===== config.mk =====
export PLATFORM = sky130hd
export DESIGN_NAME = sparc_load_store_unit
export DESIGN_NICKNAME = d
export VERILOG_FILES = /design/src/rtl/lsu_pkg.sv /design/src/rtl/lsu_decode.sv /design/src/rtl/sparc_load_store_unit.sv
export SDC_FILE = /design/constraint.sdc
export NUM_CORES = 1
export LEC_CHECK = 0
export CORE_MARGIN = 4
export CORE_UTILIZATION = 45
export CTS_CLUSTER_DIAMETER = 30
export CTS_CLUSTER_SIZE = 40
export DETAILED_ROUTE_END_ITERATION = 8
export GPL_TIMING_DRIVEN = 1
export PLACE_DENSITY = 0.82
export RECOVER_POWER = 100
export SYNTH_ARGS = -nofsm -noshare
export SYNTH_HDL_FRONTEND = slang
export SYNTH_SLANG_ARGS = --single-unit

===== constraint.sdc =====
create_clock -name clk -period 5 [get_ports clk]
set_clock_uncertainty 0.2 [all_clocks]
set_input_delay 1 -clock clk [delete_from_list [all_inputs] [get_ports clk]]
set_output_delay 1 -clock clk [all_outputs]
set_load 0.02 [all_outputs]

===== src/rtl/lsu_pkg.sv =====
`default_nettype none
// ============================================================================
//  Module      : lsu_pkg
//  Description : Shared definitions for the SPARC load/store unit. Holds the
//                operation codes, memory access sizes, trap codes, the FSM
//                state encoding and a helper that returns the low-address
//                alignment mask for a given access size.
//  Revision    : 1.0  - initial release
// ============================================================================
package lsu_pkg;

    // Operation codes presented on req_op
    localparam logic [3:0] LDUB = 4'b0000;
    localparam logic [3:0] LDSB = 4'b0001;
    localparam logic [3:0] LDUH = 4'b0010;
    localparam logic [3:0] LDSH = 4'b0011;
    localparam logic [3:0] LD   = 4'b0100;
    localparam logic [3:0] LDD  = 4'b0101;
    localparam logic [3:0] STB  = 4'b1000;
    localparam logic [3:0] STH  = 4'b1001;
    localparam logic [3:0] ST   = 4'b1010;
    localparam logic [3:0] STD  = 4'b1011;

    // Memory access size encoding on mem_size
    localparam logic [1:0] SZ_BYTE = 2'b00;
    localparam logic [1:0] SZ_HALF = 2'b01;
    localparam logic [1:0] SZ_WORD = 2'b10;

    // Trap codes reported on resp_trap
    localparam logic [1:0] c_trap_none     = 2'b00;
    localparam logic [1:0] c_trap_misalign = 2'b01;
    localparam logic [1:0] c_trap_illegal  = 2'b10;

    // FSM state encoding
    localparam logic [1:0] c_st_idle = 2'b00;
    localparam logic [1:0] c_st_acc0 = 2'b01;
    localparam logic [1:0] c_st_acc1 = 2'b10;
    localparam logic [1:0] c_st_resp = 2'b11;

    // Low address bits that must be zero for an access of this size.
    // A doubleword access covers eight bytes even though each of its two
    // memory beats is word sized.
    function automatic logic [2:0] size_mask(input logic [1:0] size,
                                             input logic       is_double);
        logic [2:0] mask;
        if (is_double) begin
            mask = 3'b111;
        end else begin
            case (size)
                SZ_HALF: mask = 3'b001;
                SZ_WORD: mask = 3'b011;
                default: mask = 3'b000;
            endcase
        end
        return mask;
    endfunction

endpackage : lsu_pkg
`default_nettype wire


===== src/rtl/lsu_decode.sv =====
`default_nettype none
// ============================================================================
//  Module      : lsu_decode
//  Description : Combinational request decoder for the load/store unit.
//                Translates an operation code and the low address bits into
//                memory access attributes and request-level error flags.
//  Ports       : i_op         operation code
//                i_addr_lo    effective address bits [2:0]
//                o_size       access size per beat (byte/half/word)
//                o_se         sign-extend select for loads
//                o_rw         1 = store, 0 = load
//                o_is_double  two word beats (LDD/STD)
//                o_misaligned address low bits violate the natural alignment
//                o_illegal    operation code not recognised
//  Revision    : 1.0  - initial release
// ============================================================================
module lsu_decode
    import lsu_pkg::*;
(
    input  logic [3:0] i_op,
    input  logic [2:0] i_addr_lo,
    output logic [1:0] o_size,
    output logic       o_se,
    output logic       o_rw,
    output logic       o_is_double,
    output logic       o_misaligned,
    output logic       o_illegal
);

    always_comb begin
        o_size      = SZ_BYTE;
        o_se        = 1'b0;
        o_rw        = 1'b0;
        o_is_double = 1'b0;
        o_illegal   = 1'b0;
        case (i_op)
            LDUB: begin
            end
            LDSB: begin
                o_se = 1'b1;
            end
            LDUH: begin
                o_size = SZ_HALF;
            end
            LDSH: begin
                o_size = SZ_HALF;
                o_se   = 1'b1;
            end
            LD: begin
                o_size = SZ_WORD;
            end
            LDD: begin
                o_size      = SZ_WORD;
                o_is_double = 1'b1;
            end
            STB: begin
                o_rw = 1'b1;
            end
            STH: begin
                o_size = SZ_HALF;
                o_rw   = 1'b1;
            end
            ST: begin
                o_size = SZ_WORD;
                o_rw   = 1'b1;
            end
            STD: begin
                o_size      = SZ_WORD;
                o_rw        = 1'b1;
                o_is_double = 1'b1;
            end
            default: begin
                o_illegal = 1'b1;
            end
        endcase
    end

    // Illegal ops decode as byte size, so their mask is zero and they never
    // also flag as misaligned.
    assign o_misaligned = |(i_addr_lo & size_mask(o_size, o_is_double));

endmodule : lsu_decode
`default_nettype wire


===== src/rtl/sparc_load_store_unit.sv =====
`default_nettype none
// ============================================================================
//  Module      : sparc_load_store_unit
//  Description : MEM-stage initiator for a byte-addressed data memory.
//                Accepts one load/store per transaction, checks alignment,
//                sequences one or two memory accesses (LDD/STD are split into
//                two word beats at addr and addr+4) and returns load data or
//                a trap code over a valid/ready response channel.
//  Ports       : clk, reset                  clock, sync active-high reset
//                req_valid/req_ready         request handshake
//                req_op/req_addr             operation and byte address
//                req_wdata0/req_wdata1       store data (word 0 / word 1)
//                resp_valid/resp_ready       response handshake
//                resp_rdata0/resp_rdata1     load data (word 0 / word 1)
//                resp_trap                   00 none, 01 misaligned, 10 illegal
//                mem_enable/mem_rw/mem_se    memory control (all registered)
//                mem_size/mem_addr/mem_din   memory access attributes/data
//                mem_dout                    memory read data (combinational)
//  Options     : LSU_ALIGN_TRAP_EN - when defined, misaligned requests trap
//                with code 01 and never touch memory. When undefined, the
//                address low bits are cleared to the natural alignment and
//                the access proceeds.
//  Revision    : 1.0  - initial release
// ============================================================================
module sparc_load_store_unit
    import lsu_pkg::*;
#(
    parameter int ADDR_W = 8,
    parameter int DATA_W = 32
) (
    input  logic              clk,
    input  logic              reset,
    input  logic              req_valid,
    output logic              req_ready,
    input  logic [3:0]        req_op,
    input  logic [ADDR_W-1:0] req_addr,
    input  logic [DATA_W-1:0] req_wdata0,
    input  logic [DATA_W-1:0] req_wdata1,
    output logic              resp_valid,
    input  logic              resp_ready,
    output logic [DATA_W-1:0] resp_rdata0,
    output logic [DATA_W-1:0] resp_rdata1,
    output logic [1:0]        resp_trap,
    output logic              mem_enable,
    output logic              mem_rw,
    output logic              mem_se,
    output logic [1:0]        mem_size,
    output logic [ADDR_W-1:0] mem_addr,
    output logic [DATA_W-1:0] mem_din,
    input  logic [DATA_W-1:0] mem_dout
);

    localparam logic [ADDR_W-1:0] c_word_step = ADDR_W'(4);

    // ------------------------------------------------------------------
    // Request decode
    // ------------------------------------------------------------------
    logic [1:0]        w_size;
    logic              w_se;
    logic              w_rw;
    logic              w_is_double;
    logic              w_misaligned;
    logic              w_illegal;
    logic              w_trap_misaligned;
    logic [ADDR_W-1:0] w_eff_addr;

    lsu_decode u_decode (
        .i_op         (req_op),
        .i_addr_lo    (req_addr[2:0]),
        .o_size       (w_size),
        .o_se         (w_se),
        .o_rw         (w_rw),
        .o_is_double  (w_is_double),
        .o_misaligned (w_misaligned),
        .o_illegal    (w_illegal)
    );

`ifdef LSU_ALIGN_TRAP_EN
    assign w_trap_misaligned = w_misaligned;
    assign w_eff_addr        = req_addr;
`else
    // Misaligned addresses are silently rounded down to the access size;
    // aligned addresses already have the masked bits clear.
    logic [ADDR_W-1:0] w_lo_mask;

    assign w_lo_mask         = {{(ADDR_W-3){1'b0}}, size_mask(w_size, w_is_double)};
    assign w_trap_misaligned = 1'b0;
    assign w_eff_addr        = w_misaligned ? (req_addr & ~w_lo_mask) : req_addr;
`endif

    // ------------------------------------------------------------------
    // FSM and datapath
    // ------------------------------------------------------------------
    logic [1:0]        r_state;
    logic              r_double;
    logic [DATA_W-1:0] r_wdata1;
    logic              r_req_ready;
    logic              r_resp_valid;
    logic [DATA_W-1:0] r_rdata0;
    logic [DATA_W-1:0] r_rdata1;
    logic [1:0]        r_trap;
    logic              r_mem_enable;
    logic              r_mem_rw;
    logic              r_mem_se;
    logic [1:0]        r_mem_size;
    logic [ADDR_W-1:0] r_mem_addr;
    logic [DATA_W-1:0] r_mem_din;

    always_ff @(posedge clk) begin
        if (reset) begin
            r_state      <= c_st_idle;
            r_double     <= 1'b0;
            r_wdata1     <= '0;
            r_req_ready  <= 1'b1;
            r_resp_valid <= 1'b0;
            r_rdata0     <= '0;
            r_rdata1     <= '0;
            r_trap       <= c_trap_none;
            r_mem_enable <= 1'b0;
            r_mem_rw     <= 1'b0;
            r_mem_se     <= 1'b0;
            r_mem_size   <= SZ_BYTE;
            r_mem_addr   <= '0;
            r_mem_din    <= '0;
        end else begin
            case (r_state)
                c_st_idle: begin
                    if (req_valid) begin
                        // Stores and traps report zero data, so clear the
                        // previous response here rather than per path.
                        r_req_ready <= 1'b0;
                        r_rdata0    <= '0;
                        r_rdata1    <= '0;
                        r_double    <= w_is_double;
                        r_wdata1    <= req_wdata1;
                        if (w_illegal) begin
                            r_trap       <= c_trap_illegal;
                            r_resp_valid <= 1'b1;
                            r_state      <= c_st_resp;
                        end else if (w_trap_misaligned) begin
                            r_trap       <= c_trap_misalign;
                            r_resp_valid <= 1'b1;
                            r_state      <= c_st_resp;
                        end else begin
                            r_trap       <= c_trap_none;
                            r_mem_enable <= 1'b1;
                            r_mem_rw     <= w_rw;
                            r_mem_se     <= w_se;
                            r_mem_size   <= w_size;
                            r_mem_addr   <= w_eff_addr;
                            r_mem_din    <= req_wdata0;
                            r_state      <= c_st_acc0;
                        end
                    end
                end

                c_st_acc0: begin
                    if (!r_mem_rw) begin
                        r_rdata0 <= mem_dout;
                    end
                    if (r_double) begin
                        // Second beat of a doubleword: always a plain word
                        r_mem_addr <= r_mem_addr + c_word_step;
                        r_mem_size <= SZ_WORD;
                        r_mem_se   <= 1'b0;
                        r_mem_din  <= r_wdata1;
                        r_state    <= c_st_acc1;
                    end else begin
                        r_mem_enable <= 1'b0;
                        r_resp_valid <= 1'b1;
                        r_state      <= c_st_resp;
                    end
                end

                c_st_acc1: begin
                    if (!r_mem_rw) begin
                        r_rdata1 <= mem_dout;
                    end
                    r_mem_enable <= 1'b0;
                    r_resp_valid <= 1'b1;
                    r_state      <= c_st_resp;
                end

                c_st_resp: begin
                    if (resp_ready) begin
                        r_resp_valid <= 1'b0;
                        r_req_ready  <= 1'b1;
                        r_state      <= c_st_idle;
                    end
                end

                default: begin
                    r_mem_enable <= 1'b0;
                    r_resp_valid <= 1'b0;
                    r_req_ready  <= 1'b1;
                    r_state      <= c_st_idle;
                end
            endcase
        end
    end

    assign req_ready   = r_req_ready;
    assign resp_valid  = r_resp_valid;
    assign resp_rdata0 = r_rdata0;
    assign resp_rdata1 = r_rdata1;
    assign resp_trap   = r_trap;
    assign mem_enable  = r_mem_enable;
    assign mem_rw      = r_mem_rw;
    assign mem_se      = r_mem_se;
    assign mem_size    = r_mem_size;
    assign mem_addr    = r_mem_addr;
    assign mem_din     = r_mem_din;

endmodule : sparc_load_store_unit
`default_nettype wire

After elaboration in Yosys (flattened, before gate mapping)
Index checks and enable logic that the tools add are counted.
{ "op_classes": {"n_eq_ne": 22, "n_mux": 45, "bitwise": 3, "reduce_logical": 22, "add_sub_neg": 1} }
{ "op_table": {"columns": ["cell", "count"], "rows": [
  ["case mux 32 bit (2 select lines)", 3],
  ["2-to-1 mux 32 bit", 5],
  ["2-to-1 mux 8 bit", 4],
  ["equality test 4 bit (second input constant)", 4],
  ["2-to-1 mux 1 bit", 16],
  ["!= test 2 bit (second input constant)", 8],
  ["case mux 8 bit (2 select lines)", 1],
  ["2-to-1 mux 2 bit", 7],
  ["case mux 2 bit (2 select lines)", 3],
  ["AND reduction 3 bit", 4],
  ["AND reduction 4 bit", 3],
  ["OR reduction 10 bit", 1],
  ["adder 8 x 3 -> 8 bit (second input constant)", 1],
  ["AND 8 bit", 1],
  ["equality test 4 x 2 -> 1 bit (second input constant)", 2],
  ["equality test 4 x 3 -> 1 bit (second input constant)", 2],
  ["inverter 3 -> 8 bit", 1],
  ["case mux 2 bit (4 select lines)", 1],
  ["OR reduction 4 bit", 2],
  ["equality test 2 bit (second input constant)", 3],
  ["nonzero test 2 bit", 3],
  ["OR reduction 3 bit", 2],
  ["equality test 2 x 1 -> 1 bit (second input constant)", 2],
  ["equality test 4 x 1 -> 1 bit (second input constant)", 1],
  ["other kinds (10)", 13]
]} }
{ "word_totals": {"inputBits": 112, "output_inout_bits": 113, "elab_cells": 107, "register_bits": 148} }

Logic depth before layout (Yosys ltp)
{ "logic_depth": {"word_depth": 12, "mapped_depth": 8, "ltp_nobuf": 6} }

Cells and area by module
From an unflattened synthesis, not the netlist that was laid out.
{ "unflattened": {"hier_cells": 722, "hier_area_um2": 6217.2} }
{ "by_module_without_submodules": {"columns": ["module", "area_each_um2", "cells_each", "seq_area_each_um2", "n_inst"], "rows": [
  ["sparc_load_store_unit", 6060.8, 701, 2942.8, 1],
  ["lsu_decode", 156.4, 21, 0.0, 1]
]} }

Worst setup path after synthesis
No wires, ideal clock.
{ "synth_path": {"path_kind": "input -> register", "start": "input req_op[1]", "end": "register r_mem_addr[2] (netlist: mem_addr[2])", "cell_stages": 6, "n_path_buf": 2, "setup_ps": 74, "t_arrival_ps": 2304, "required_time_ps": 4726, "slack_ps": 2421, "path_cell_list": "o21a_1 buf_6 o31a_1 buf_6 or4b_1 a31oi_1"} }
{ "synth_via": {"elab_chain_cells": 12, "word_cells_on_any_way": 30, "classes_between": "eq/ne (12); mux (8); bitwise (3); reduce/logical (7)"} }
{ "synth_lines": {"columns": ["item", "line", "source"], "rows": [
  ["start: declaration", "sparc_load_store_unit.sv:35", "input logic [3:0] req_op,"],
  ["equality test 4 x 3 -> 1 bit, or another cell as far along", "lsu_decode.sv:36", "case (i_op)"],
  ["OR reduction 4 bit (no source line) / OR reduction 3 bit (equally long branches)", null, null],
  ["case mux 2 bit (2 select lines)", "lsu_decode.sv:36", null],
  ["equality test 2 bit / equality test 2 x 1 -> 1 bit (equally long branches)", "lsu_pkg.sv:49", "case (size)"],
  ["case mux 2 bit (2 select lines)", "lsu_pkg.sv:49", null],
  ["2-to-1 mux 3 bit", "lsu_pkg.sv:46", "if (is_double) begin"],
  ["AND 3 bit", "lsu_decode.sv:80", "assign o_misaligned = |(i_addr_lo & size_mask(o_size, o_is_double));"],
  ["OR reduction 3 bit", "lsu_decode.sv:80", null],
  ["2-to-1 mux 8 bit", "sparc_load_store_unit.sv:88", "assign w_eff_addr = w_misaligned ? (req_addr & ~w_lo_mask) : req_addr;"],
  ["2-to-1 mux 8 bit", "sparc_load_store_unit.sv:136", "if (w_illegal) begin"],
  ["2-to-1 mux 8 bit", "sparc_load_store_unit.sv:128", "if (req_valid) begin"],
  ["case mux 8 bit (2 select lines)", "sparc_load_store_unit.sv:126", "case (r_state)"],
  ["end signal: assignment", "sparc_load_store_unit.sv:150", "r_mem_addr <= w_eff_addr;"],
  ["end signal: assignment", "sparc_load_store_unit.sv:163", "r_mem_addr <= r_mem_addr + c_word_step;"],
  ["end: declaration", "sparc_load_store_unit.sv:106", "logic [ADDR_W-1:0] r_mem_addr;"]
]} }
Parallel ways exist; a longest one is shown, timed or not. The select of a mux whose other input is x is not followed.
A chain may end at the register's enable or synchronous reset.

Worst setup path in the final report
{ "layout_path": {"start": "input reset", "end": "register r_mem_din[16] (netlist: mem_din[16])"} }
{ "layout_rtl": {"columns": ["item", "line", "source"], "rows": [
  ["start: declaration", "sparc_load_store_unit.sv:32", "input logic reset,"],
  ["end signal: assignment", "sparc_load_store_unit.sv:151", "r_mem_din <= req_wdata0;"],
  ["end signal: assignment", "sparc_load_store_unit.sv:166", "r_mem_din <= r_wdata1;"],
  ["end: declaration", "sparc_load_store_unit.sv:107", "logic [DATA_W-1:0] r_mem_din;"]
]} }
No word-level cell between the ends.

==> flow_summary.json <==
{
  "outcome": "complete, but fails checks",
  "violations": "max-capacitance violations, max-slew violations",
  "layout_min_cycle_time_ns": 3.58,
  "final_common_cell": "dfxtp_1",
  "nets": 1020,
  "busiest_layer": "met2",
  "path_clk_slew_ns": 0.06,
  "port_buffers": 223,
  "postSynthCellCount": 708,
  "drcViolationCount": 0,
  "yosysSeqAreaShare_pct": 49.8,
  "clockBufferDepth": 2,
  "final_cells": 1086,
  "path_cells": "clkbuf_2, clkbuf_1, a211oi_1",
  "grt_use_total_pct": 24.1,
  "synth-compound-area-share_pct": 17.2,
  "placed_cells": 1054,
  "cap_violations": 2,
  "ios": 225,
  "power_density_nw_per_um2": 533,
  "r2r_start": "r_state[0]",
  "finalWorstSetupSlack_ns": 1.42,
  "wl_um": 18300,
  "slowest_stage": "clkbuf_1",
  "cts_buffers": 17,
  "clock-sinks": 147,
  "htree_levels": 4,
  "relSlewSlack_pct": -37.9,
  "worst_pin_slew_ns": 2.07,
  "dp_slack_ns": 1.54,
  "ys_warn_count": 0,
  "setup_viol": 0,
  "grt_use_met3_pct": 9.22,
  "synth_fa_ha_area_share_pct": 1.48,
  "initial_core_util_pct": 46.4,
  "min_to": "resp_rdata1[20]",
  "synth_nets": 827,
  "insertion_delay_ns": 0.42,
  "synth_top_family_by_area": "simple AND/OR/NAND/NOR gates",
  "crit_type": "input port to flip-flop",
  "die_x_um": 123,
  "grt_pass1_wl_um": 28600,
  "dieArea_um2": 15000,
  "placed_area_um2": 8210,
  "cts_setup_buffers": 0,
  "slew_viol_final": 95,
  "rows": 41,
  "rsz0062_at_grt": "false",
  "die_y_um": 123,
  "drt-initial-drc-count": 398,
  "hold_viol": 0,
  "hpwl_um": 12400,
  "overflow": 0,
  "setup_tns_ns": 0,
  "synth_area_um2": 5900,
  "crit_arrival_ns": 3.57,
  "grt_pass1_vias": 5536,
  "gp_congestion": 0.792,
  "endpoint_kind": "flip-flop",
  "crit_required_ns": 4.99,
  "final_antenna_net_count": 0,
  "synthXorXnorAreaFrac_pct": 0,
  "via_per_inst": 5.33,
  "antennaDiodeCount": 0,
  "synth.avg_cell_area_um2": 8.34,
  "async_reset_ff_share_pct": 0,
  "fill_cells": 1055,
  "core_um2": 12700,
  "drive_above_1_share_pct": 4.60,
  "use_met1_pct": 29.1,
  "hold_buffers": 0,
  "yosys.area_share.simple_pct": 20.5,
  "synth_flop_cell": "dfxtp_1",
  "areaGrowthSynthToFinish_pct": 48.8,
  "synth.distinct_cells": 44,
  "fmax_ghz": 0.279,
  "synth-seq-cells": 147,
  "grt_max_degree": 71,
  "min_path_cells": 2,
  "reg2reg_to": "resp_rdata1[5]",
  "multi_input_area_um2": 2700,
  "synth-edff-count": 0,
  "hold_class": "flip-flop to flip-flop",
  "crit_path_start": "reset",
  "cts-resized-gates": 0,
  "r2r_setup_slack_ns": 1.84,
  "fin_area_um2": 8790,
  "antenna_found_initial": 0,
  "synthMuxAreaShare_pct": 6.27,
  "wl_per_cell_um": 16.8,
  "hold_start": "resp_rdata1[20]",
  "num_vias": 5792,
  "final_cell_mix": "147 x dfxtp_1, 145 x nand2_1, 113 x dlygate4sd3_1",
  "root_buffer": "clkbuf_16",
  "final.period_utilization_pct": 71.6,
  "cp_max_fo": 58,
  "cts_tree": "yes",
  "firstDrtPassIters": 7,
  "seq_area_um2": 2940,
  "cp-start-kind": "input port",
  "r2r_cells": 8,
  "p_leak_nw": 3.40,
  "peakVddDrop_mv": 0.638,
  "grt_use_met2_pct": 39.8,
  "cpPeakStageDelay_ns": 1.54
}
==> per-layer routing <==
layer / routed length [µm] / vias to the layer above
met2: 8830 / 193
met3: 1610 / 24
met5: 0 / -
met4: 315 / 0
met1: 7510 / 2730
li1: - / 2845
==> worst max path at each step <==
stage                           end  slack (ns)
finish                  mem_din[16]        1.42
global route        resp_rdata0[23]        1.16
CTS                     mem_din[14]        1.91
detailed placement      mem_addr[2]        1.54
global placement        mem_addr[2]        1.58
floorplan               mem_addr[2]        2.42
==> report_power, final <==
part / leakage (nW) / switching [mW] / total, mW / internal (mW)
Clock: 0.291 / 0.499 / 1.31 / 0.809
Sequential: 1.20 / 0.124 / 1.53 / 1.41
Combinational: 1.92 / 1.17 / 1.84 / 0.674
==> cell type report <==
class / count / share of cell area (%)
inverters: 6 / 0.256
repair buffers: 234 / 26.1
multi-input cells: 495 / 30.7
clock inverters: 13 / 1.79
well taps: 172 / 2.45
flip-flops and latches: 147 / 33.5
clock buffers: 19 / 5.16
==> metrics by stage <==
stage / hold WS (ns) / util (%) / total power [mW]
floorplan: 0.236 / - / 2.73
global placement: 0.237 / 64.5 / 3.44
detailed placement: 0.244 / 64.5 / 3.48
CTS: 0.251 / 69.3 / 4.80
global route: 0.264 / 69.1 / 4.94
finish: 0.245 / 69.1 / 4.68
==> cell families after synthesis <==
group           after synthesis
buf+inv                      66
simple gates                279
flops                       147
other cells                   1
compound gates              171
mux                          37
fa+ha+maj                     7
==> critical path, delay by kind of cell <==
family / cells / cell delay (ns)
AO/OA/AOI/OAI: 1 / 0.14
buffers and inverters: 2 / 2.40
==> flip-flops by register name, summed over array words and instances (netlist names) <==
signal,flops
mem_size,2
mem_din,32
mem_se,1
mem_rw,1
req_ready,1
r_double,1
resp_rdata1,32
resp_valid,1
mem_addr,8
r_wdata1,32
resp_rdata0,32
mem_enable,1
r_state,2
resp_trap,1
==> synth_stat cells, types with 2 or more instances <==
cell type  instances  share of area, %
mux2i_1           37               6.3
inv_1              6              0.38
ha_1               7               1.5
dfxtp_1          147                50
nor3_1             2              0.17
nand3b_1           4              0.51
buf_1              9              0.57
nand3_1           66               5.6
nor2_1            42               2.7
nand2_1          145               9.2
o32ai_1            2              0.30
buf_6              2              0.38
and2_1             2              0.21
a21oi_1          108               9.2
nor2b_1            6              0.64
clkbuf_1          43               2.7
o22ai_1            2              0.21
nand2b_1           4              0.42
nand4b_1           2              0.30
buf_2              5              0.42
o21a_1             5              0.64
a211oi_1          36               4.6
o21ai_0            5              0.42
(Power assumes the default switching activity.)
==> RTL edit 1, RTL diff (config.mk and constraints unchanged) <==
The option `LSU_ALIGN_TRAP_EN` is turned on by a define.
--- a/src/rtl/sparc_load_store_unit.sv
+++ b/src/rtl/sparc_load_store_unit.sv
@@ -22,6 +22,8 @@
 //                the access proceeds.
 //  Revision    : 1.0  - initial release
 // ============================================================================
+`define LSU_ALIGN_TRAP_EN
+
 module sparc_load_store_unit
     import lsu_pkg::*;
 #(
Function: changed (a bounded check fails within 4 cycles, from zero or initial values and one cycle with reset high).
==> RTL edit 1 against the unedited design <==
- sequential cell count grew 1
- area after synthesis grew 8.6%
- largest power group unchanged
- worst setup slack got worse by 510 ps
- largest cell class is now multi-input gates
- die area is 8.0% higher
- the run still ends with capacitance limit, slew limit left
- routed wire length is 6.2% higher
- power is 9.9% higher
- combinational power rose by 21%
- cell area increased by 4.3%
- highest routed layer unchanged
- critical endpoint is now mem_din[24]
==> RTL edit 1: results (changes against the unedited design) <==
synth_nets: 851  # was 827
drt-initial-drc-count: 452  # was 398
seq_area_frac_synth_pct: 46.20  # was 49.84%
muxShareOfSynthArea_pct: 5.639  # was 6.273%
tightestPinTransition_ps: 1930  # was 2069 ps
ys_top_cells_by_area: "dfxtp_1, a21oi_1, nand2_1"  # was dfxtp_1, nand2_1, a21oi_1
p_leak_uw: 0.003505  # was 0.003405 uW
hpwl_um: 12990  # was 12380 um
critPathCapture: "mem_din[24]"  # was mem_din[16]
nNetsFinal: 1043  # was 1020
synthDistinctLibCells: 51  # was 44
outcome: "complete, but fails checks"  # unchanged
grt.total_usage_pct: 23.16  # was 24.13%
final_max_slew_viol_count: 76  # was 95
placement.io_buffers: 224  # was 223
switchingPower_uw: 2028  # was 1793 uW
multi_input_area_um2: 3015  # was 2700 um2
crit_family: "compound AO/OA/AOI/OAI gates"  # was buffers and inverters
violations: "capacitance limit, slew limit"  # unchanged
comb_power_share_pct: 43.3  # was 39.4%
pre_cts_slack_ps: 810.0  # was 1536 ps
grt_pass1_wl_um: 30080  # was 28570 um
grt_max_degree: 86  # was 71
htree_num_levels: 4  # unchanged
synthTopCellsByCount: "a21oi_1, dfxtp_1, nand2_1"  # was dfxtp_1, nand2_1, a21oi_1
crit_fanout: 40  # was 58
place.gp.congestion: 0.8435  # was 0.7922
placed_cell_area_um2: 8615  # was 8207 um2
cap_viol_max_count: 2  # unchanged
holdWs_ps: 245.5  # was 244.8 ps
max_stage_delay_ps: 670  # was 1540 ps
fillers: 1139  # was 1055
switching_share_pct: 39.39  # was 38.29%
grt_pass1_vias: 5667  # was 5536
worstReg2RegEnd: "mem_enable"  # was resp_rdata1[5]
detail_route.wl_per_cell_um: 17.41  # was 16.82 um
timing.final.ws_setup_ps: 912.4  # was 1420 ps
crit_start: "req_op[1]"  # was reset
finalWirelength_um: 19410  # was 18270 um
syn_avg_cell_area_um2: 8.784  # was 8.340 um2
ir_drop_mv: 0.3965  # was 0.6381 mV
min_from: "resp_rdata0[21]"  # was resp_rdata1[20]
min_to: "resp_rdata0[21]"  # was resp_rdata1[20]
synthAdderAreaFrac_pct: 1.756  # was 1.483%
crit_path_top_delay_cell: "dlygate4sd3_1"  # was clkbuf_1
seq_power_uw: 1620  # was 1530 uW
synth-compound-area-share_pct: 23.12  # was 17.19%
via_count: 6152  # was 5792
-- RTL edit 1: changes by cell type after synthesis, moves of 5 or more --
| cell | delta |
|---|---|
| nor2_1 | -35 |
| buf_6 | +7 |
| a211oi_2 | +34 |
| buf_2 | +5 |
| nand2_1 | -6 |
| a211oi_1 | -35 |
| clkbuf_1 | -11 |
| a21oi_1 | +44 |
-- RTL edit 1: cell type report --
class / instances / area share [%]
Multi-Input combinational cell: 509 / 32.90
Clock buffer: 24 / 5.256
Sequential cell: 148 / 32.33
Tap cell: 180 / 2.457
Clock inverter: 8 / 1.352
Inverter: 10 / 0.4096
Timing Repair Buffer: 236 / 25.30
-- RTL edit 1: routing by layer --
| layer | GRT usage, % | vias up | routed length [um] |
|---|---|---|---|
| li1 | - | 2959 | - |
| met3 | 6.647 | 31 | 1443 |
| met2 | 36.14 | 227 | 9181 |
| met5 | 0 | - | 0 |
| met4 | 8.644 | 0 | 451 |
| met1 | 30.53 | 2935 | 8331 |
==> RTL edit 2, RTL diff (config.mk and constraints unchanged) <==
Made on the original files. Make the reset (`reset`) asynchronous in one clocked block. Comments in the files are not updated.
--- a/src/rtl/sparc_load_store_unit.sv
+++ b/src/rtl/sparc_load_store_unit.sv
@@ -106,7 +106,7 @@
     logic [ADDR_W-1:0] r_mem_addr;
     logic [DATA_W-1:0] r_mem_din;
 
-    always_ff @(posedge clk) begin
+    always_ff @(posedge clk or posedge reset) begin
         if (reset) begin
             r_state      <= c_st_idle;
             r_double     <= 1'b0;
Function: differs if reset is asserted again (counterexample within 4 cycles, from zero or initial values and one cycle with reset high); with reset held inactive, the same outputs for 4 cycles.
==> RTL edit 2 against the unedited design <==
- the flow still finishes with violations (capacitance limit, slew limit)
- cell count shrank 6.7%
- power grew 29%
- count of clock-buffer cells in the layout grew 7
- worst setup slack lost 260 ps
- hold slack gained 29 ps
- routed wire length shrank 9.9%
- cell area grew 4.7%
- synthesized cell count shrank 13%
- area after synthesis grew 6.8%
- sequential cell count is the same
- combinational power grew 49%
==> RTL edit 2: results (changes against the unedited design) <==
holdWs_ps: 273.8  # was 244.8 ps
routed_via_density: 5.167  # was 5.333
async_reset_ff_share_pct: 100.0  # was 0%
placed_cell_area_um2: 8665  # was 8207 um2
violations: "capacitance limit, slew limit"  # unchanged
ff2ff_path_depth: 5  # was 8
wl_met1_um: 6619  # was 7506 um
outcome: "complete, but fails checks"  # unchanged
seqPwrFrac_pct: 34.0  # was 32.7%
seq_share_pct: 40.01  # was 33.49%
r2r_slack_ps: 1160  # was 1840 ps
grt_max_degree: 148  # was 71
worstReg2RegEnd: "mem_addr[7]"  # was resp_rdata1[5]
nNetsFinal: 940  # was 1020
cap_viol_max_count: 3  # was 2
grtUsageMet3_pct: 8.884  # was 9.217%
crit_path_top_delay_cell: "clkbuf_2"  # was clkbuf_1
crit_start: "r_state[1]"  # was reset
crit_fanout: 56  # was 58
coreArea_um2: 13830  # was 12720 um2
seq_cells: 147  # unchanged
wl_met2_um: 7583  # was 8831 um
stdcell_count: 1013  # was 1086
multi_input_area_share_pct: 26.35  # was 30.73%
ir_drop_mv: 0.3356  # was 0.6381 mV
final_max_slew_viol_count: 243  # was 95
place.gp.congestion: 0.8293  # was 0.7922
## RTL edit 2: cell count changes after synthesis, moves of 35 or more
cell      unedited run  this run
a21oi_1            108        11
mux2_2               0        35
nor2_1              42         5
dfrtp_1              0       146
dfxtp_1            147         0
a211oi_1            36         1
o21ai_0              5       107
nand3_1             66         5
## RTL edit 2: logic make-up (layout without fill, tap and decap cells)
logic type	count (synthesis)	in the layout	synth area share, %
muxes	70	70	11.80
and+or+nand+nor	205	205	13.45
DFF	147	147	58.33
AOI/OAI and AO/OA	134	134	11.54
buffers and inverters	52	269	3.431
adders and majority gates	7	7	1.388
other	1	1	0.05944
## RTL edit 2: worst max-delay path by stage
stage                        endpoint  slack [ps]
after floorplan           mem_addr[0]        1950
after global placement    mem_addr[7]        1510
after detailed placement  mem_addr[7]        1450
after CTS                 mem_addr[7]        1880
after global routing      mem_addr[7]         880
final                     mem_addr[7]        1160
